**src/rtl/spi_frame_loader.sv**
```systemverilog
// SPI mode-0 slave that writes a host frame ({ADDR_HI, ADDR_LO, data...}) into the LED channel memory.
// Write strobe lands 3 clk cycles after the 8th SCK rise at the pin; no backpressure, receive-only.
module spi_frame_loader #(
  parameter int NUM_CHANNELS = 216,
  parameter int BASE_ADDRESS = 0,
  parameter int ADDR_WIDTH   = 13
) (
  input  logic                  clk,
  input  logic                  rst,
  input  logic                  spi_sck,
  input  logic                  spi_mosi,
  input  logic                  spi_cs_n,
  output logic                  mem_we,
  output logic [ADDR_WIDTH-1:0] mem_waddr,
  output logic [7:0]            mem_wdata,
  output logic                  frame_done,
  output logic                  frame_error,
  output logic                  overflow,
  output logic                  busy
);

  typedef enum logic [1:0] {IDLE, HDR_HI, HDR_LO, DATA} state_t;

  localparam logic [ADDR_WIDTH-1:0] BASE_A  = ADDR_WIDTH'(BASE_ADDRESS);
  localparam logic [ADDR_WIDTH:0]   NUM_C   = (ADDR_WIDTH+1)'(NUM_CHANNELS);
  localparam logic [ADDR_WIDTH:0]   OFF_MAX = '1;

  state_t                state_q;
  logic                  sck_s1_q, sck_s2_q, sck_prev_q;
  logic                  mosi_s1_q, mosi_s2_q;
  logic                  cs_s1_q, cs_s2_q, cs_prev_q;
  logic [2:0]            bit_cnt_q;
  logic [7:0]            shift_q;
  logic [7:0]            hdr_hi_q;
  logic [ADDR_WIDTH:0]   offset_q;
  logic [1:0]            settle_q;
  logic                  armed_q;

  logic                  sck_rise, cs_fall, cs_rise;
  logic [7:0]            byte_d;
  logic [ADDR_WIDTH-1:0] start_d;

  assign sck_rise = sck_s2_q & ~sck_prev_q;
  assign cs_fall  = cs_prev_q & ~cs_s2_q;
  assign cs_rise  = ~cs_prev_q & cs_s2_q;
  assign byte_d   = {shift_q[6:0], mosi_s2_q};
  assign start_d  = ADDR_WIDTH'({hdr_hi_q, byte_d});
  assign busy     = (state_q != IDLE) && !cs_s2_q;

  always_ff @(posedge clk) begin
    if (rst) begin
      state_q     <= IDLE;
      sck_s1_q    <= 1'b0;
      sck_s2_q    <= 1'b0;
      sck_prev_q  <= 1'b0;
      mosi_s1_q   <= 1'b0;
      mosi_s2_q   <= 1'b0;
      cs_s1_q     <= 1'b1;
      cs_s2_q     <= 1'b1;
      cs_prev_q   <= 1'b1;
      bit_cnt_q   <= '0;
      shift_q     <= '0;
      hdr_hi_q    <= '0;
      offset_q    <= '0;
      settle_q    <= '0;
      armed_q     <= 1'b0;
      mem_we      <= 1'b0;
      mem_waddr   <= '0;
      mem_wdata   <= '0;
      frame_done  <= 1'b0;
      frame_error <= 1'b0;
      overflow    <= 1'b0;
    end else begin
      sck_s1_q    <= spi_sck;
      sck_s2_q    <= sck_s1_q;
      sck_prev_q  <= sck_s2_q;
      mosi_s1_q   <= spi_mosi;
      mosi_s2_q   <= mosi_s1_q;
      cs_s1_q     <= spi_cs_n;
      cs_s2_q     <= cs_s1_q;
      cs_prev_q   <= cs_s2_q;
      mem_we      <= 1'b0;
      frame_done  <= 1'b0;
      frame_error <= 1'b0;

      // The preset chain cannot tell us CS was really high, so a frame already in
      // flight at reset release is skipped until the real pin level reads high.
      if (settle_q != 2'd3) settle_q <= settle_q + 2'd1;
      else if (cs_s2_q)     armed_q  <= 1'b1;

      if (state_q == IDLE) begin
        if (cs_fall && armed_q) begin
          overflow  <= 1'b0;
          bit_cnt_q <= '0;
          state_q   <= HDR_HI;
        end
      end else if (cs_rise) begin
        state_q <= IDLE;
        if (state_q == DATA && bit_cnt_q == 3'd0) frame_done  <= 1'b1;
        else                                      frame_error <= 1'b1;
      end else if (sck_rise && !cs_s2_q) begin
        shift_q   <= byte_d;
        bit_cnt_q <= bit_cnt_q + 3'd1;
        if (bit_cnt_q == 3'd7) begin
          case (state_q)
            HDR_HI: begin
              hdr_hi_q <= byte_d;
              state_q  <= HDR_LO;
            end
            HDR_LO: begin
              offset_q <= {1'b0, start_d};
              state_q  <= DATA;
            end
            DATA: begin
              if (offset_q < NUM_C) begin
                mem_we    <= 1'b1;
                mem_waddr <= BASE_A + offset_q[ADDR_WIDTH-1:0];
                mem_wdata <= byte_d;
              end else begin
                overflow  <= 1'b1;
              end
              if (offset_q != OFF_MAX) offset_q <= offset_q + 1'b1;
            end
            default: state_q <= IDLE;
          endcase
        end
      end
    end
  end

endmodule

```
**config.mk**
```make
export PLATFORM = sky130hd
export DESIGN_NAME = spi_frame_loader
export DESIGN_NICKNAME = d
export VERILOG_FILES = /design/src/rtl/spi_frame_loader.sv
export SDC_FILE = /design/constraint.sdc
export NUM_CORES = 1
export LEC_CHECK = 0
export CAP_MARGIN = 20
export CORE_MARGIN = 4
export CORE_UTILIZATION = 30
export CTS_BUF_LIST = sky130_fd_sc_hd__clkbuf_16
export CTS_CLUSTER_DIAMETER = 120
export DETAILED_ROUTE_END_ITERATION = 6
export PLACE_DENSITY_LB_ADDON = 0.08
export SYNTH_ARGS = -nofsm -noshare
export SYNTH_HDL_FRONTEND = slang
export SYNTH_SLANG_ARGS = --single-unit
```
**constraint.sdc**
```tcl
create_clock -name clk -period 2.5 [get_ports clk]
set_input_delay 0.5 -clock clk [delete_from_list [all_inputs] [get_ports clk]]
set_output_delay 0.5 -clock clk [all_outputs]
set_load 0.05 [all_outputs]
```
==> flow_summary.toml, run 1 <==
[clock_network]
clock-sinks = 67
holdBufCountCts = 0
tritoncts = "done"
numCtsBuffers = 9
cts_buffer_depth = 2
cts_max_level = 3
root_buffer = "clkbuf_16"
post_cts_buffers = 0
clk_latency_ps = 330
cts_resized = 0
clk_pin_slew_ps = 50

[sta]
final_hold_viol_count = 0
skew_ps = 10.1
fin_tns_setup_ps = 0
fmax_mhz = 438
min_period_ps = 2280
rsz0062_at_grt = "no"
post-route-period-util_pct = 91.4
max_slew_margin_pct = 53.8
postLayoutSetupSlackWorst_ps = 216
setup_viol = 0
worstMarginPinSlew_ps = 693
maxSlewViolCount = 0

[synth]
syn_area_per_cell_um2 = 9.07
synth_ff_type = "dfxtp_1"
syn-cell-area_um2 = 2920
ys_seq_area_share_pct = 45.9
syn_nets = 337
ys_seq_elements = 67
yosysTopAreaCell = "dfxtp_1"
synthDistinctLibCells = 47
yosysMostFrequentCell = "dfxtp_1"
synth_edf_count = 0
async_flop_share_pct = 0
netlist_instances = 322
synth_area_leaders = "dfxtp_1 46%, mux2i_1 6.5%, a21oi_1 5.5%, ha_1 4.3%, nor2_1 4.1%"
synth_top_area_share_pct = 45.9
synth-warning-count = 0
synthTopCellsByCount = "67 x dfxtp_1, 32 x a21oi_1, 32 x nor2_1, 31 x nand2_1, 19 x mux2i_1"

[place]
io_buffers = 30
dp_hpwl_mm = 4.74
place_ws_ps = 164
place_congestion = 0.764

[hold_path]
hold_path_end = "cs_s2_q"
min_path_cells = 1
min_from = "cs_s1_q"
hold_class = "flip-flop to flip-flop"

[final_layout]
area_growth_syn_to_layout_pct = 26.8
multiInputGateArea_um2 = 1450
fillers = 979
drive_gt1_share_pct = 9.72
num_antenna_cells = 0
nets = 371
seqCellArea_um2 = 1340

[critical_path]
crit_cells = 7
crit_type = "flip-flop to flip-flop"
crit_chain = "inv_1 -> ha_1 -> nor4b_4 -> and2_2 -> o221ai_4 -> or3_1 -> a31oi_1"
reg2reg_to = "offset_q[0]"
cp.required_ps = 2750
max_stage_delay_ps = 380
path_max_fanout = 12
r2r_start = "state_q[0]"
crit_buf_inv = 1
r2r_slack_ps = 220
setup.worst_path.end_class = "flip-flop"
reg2regPathDepth = 7
slowest_stage = "dfxtp_1"
critPathTopFamily = "simple AND/OR/NAND/NOR gates"
cp_data_arrival_time_ps = 2530
startpoint_type = "flip-flop"

[die]
rows = 35
start_util_pct = 31.1
ioPinCount = 31
coreArea_um2 = 9370
die_w_um = 107
fp.dieH_um = 107
die-area_um2 = 11400

[route]
wirelength_mm = 6.92
wl_per_cell_um = 14.2
num_vias = 2353
drtAntennaViolNets = 0
dr.pass1.iters = 5
dr.first_iter.drc_count = 99
drc_errors = 0
routed_via_density = 4.81

[global_routing]
grt.overflow.total = 0
grt_usage_pct = 13.3
antenna_found_initial = 0
grt_pass1_wl_mm = 11.9
grt_start_max_net_pins = 38
first_global_vias = 2371

[run]
cap_violations = 0

[power_and_ir_drop]
irDropWorstVdd_v = 0.000284
power_density_nw_per_um2 = 695
power.leakage_nw = 1.29

[status]
status = "finished clean"
## per-layer routing
layer  GRT usage (%)  routed length (um)  share of wire (%)  up-vias
li1                -                   -                  -     1199
met1            17.9                3480                 50     1103
met2            19.6                3030                 44       37
met3            3.79                 270                3.9       14
met4            5.94                 145                2.1        0
met5               0                   0                  0        -
## through the flow
step                      instance area [um^2]  util, %  power, mW  instances  hold slack (ps)
after global placement                    3360     35.8       1.17        474              392
after floorplan                           2920        -       1.15        322              389
after detailed placement                  3360     35.8       1.17        474              397
after CTS                                 3690     39.4       2.62        489              416
after global routing                      3700     39.5       2.67        489              431
final                                     3700     39.5       2.57        489              410
## cell families after synthesis
group,count (synthesis),synth area share (%)
flops,67,45.9
buf+inv,25,4.63
mux,19,6.52
simple gates,134,24.6
compound gates,66,13.8
fa+ha+maj,10,4.29
xor+xnor,1,0.300
## how the worst max path moves through the flow
stage / to / slack [ps] / from
floorplan: mem_waddr[0] / 280 / state_q[0]
global placement: offset_q[0] / 250 / state_q[0]
detailed placement: offset_q[0] / 160 / state_q[0]
CTS: offset_q[0] / 140 / state_q[0]
global route: offset_q[0] / 7 / state_q[0]
finish: offset_q[0] / 220 / state_q[0]
## cell usage in the layout (no fill, tap or decap), drive strengths merged, types with 2 or more instances in the layout
cell	instances
nor2	33
clkinv	3
inv	7
nor4b	4
a31oi	3
ha	10
dfxtp	67
nor2b	12
nand3b	3
and2	8
clkbuf	9
clkdlybuf4s50	28
a21oi	32
nand3	14
or2	4
or3	2
o2bb2ai	2
buf	13
nor3b	4
nand4	6
o21ai	16
mux2i	19
bufinv	3
nand2b	3
a21o	2
a211oi	4
nor3	4
nand2	31
## registers in the layout (all words and copies together) (netlist names), 2 cells and up
| register | flops |
|---|---|
| state_q | 2 |
| shift_q | 7 |
| mem_wdata | 8 |
| hdr_hi_q | 5 |
| mem_waddr | 13 |
| bit_cnt_q | 3 |
| settle_q | 2 |
| offset_q | 14 |
## area by class of cell
cell class	count	share of cell area, %
inverters	7	0.710
clock buffers	9	6.08
multi-input cells	230	39.3
repair buffers	41	10.5
well taps	129	4.36
clock inverters	6	2.87
flip-flops and latches	67	36.2
## where the power goes
group / switching [mW] / internal [mW] / leakage, nW / total (mW)
logic: 0.0313 / 0.0236 / 0.583 / 0.0549
registers: 0.00925 / 1.08 / 0.542 / 1.09
clock network: 0.462 / 0.963 / 0.164 / 1.42
total: 0.502 / 2.07 / 1.29 / 2.57
Power figures use the tool's default switching activity.
==> run 2: changes to the inputs <==
- CAP_MARGIN: 20 -> 10
- CTS_CLUSTER_DIAMETER: 120 -> 80
==> results of run 2 <==
Final layout, timing and power as in run 1 (identical DEF).
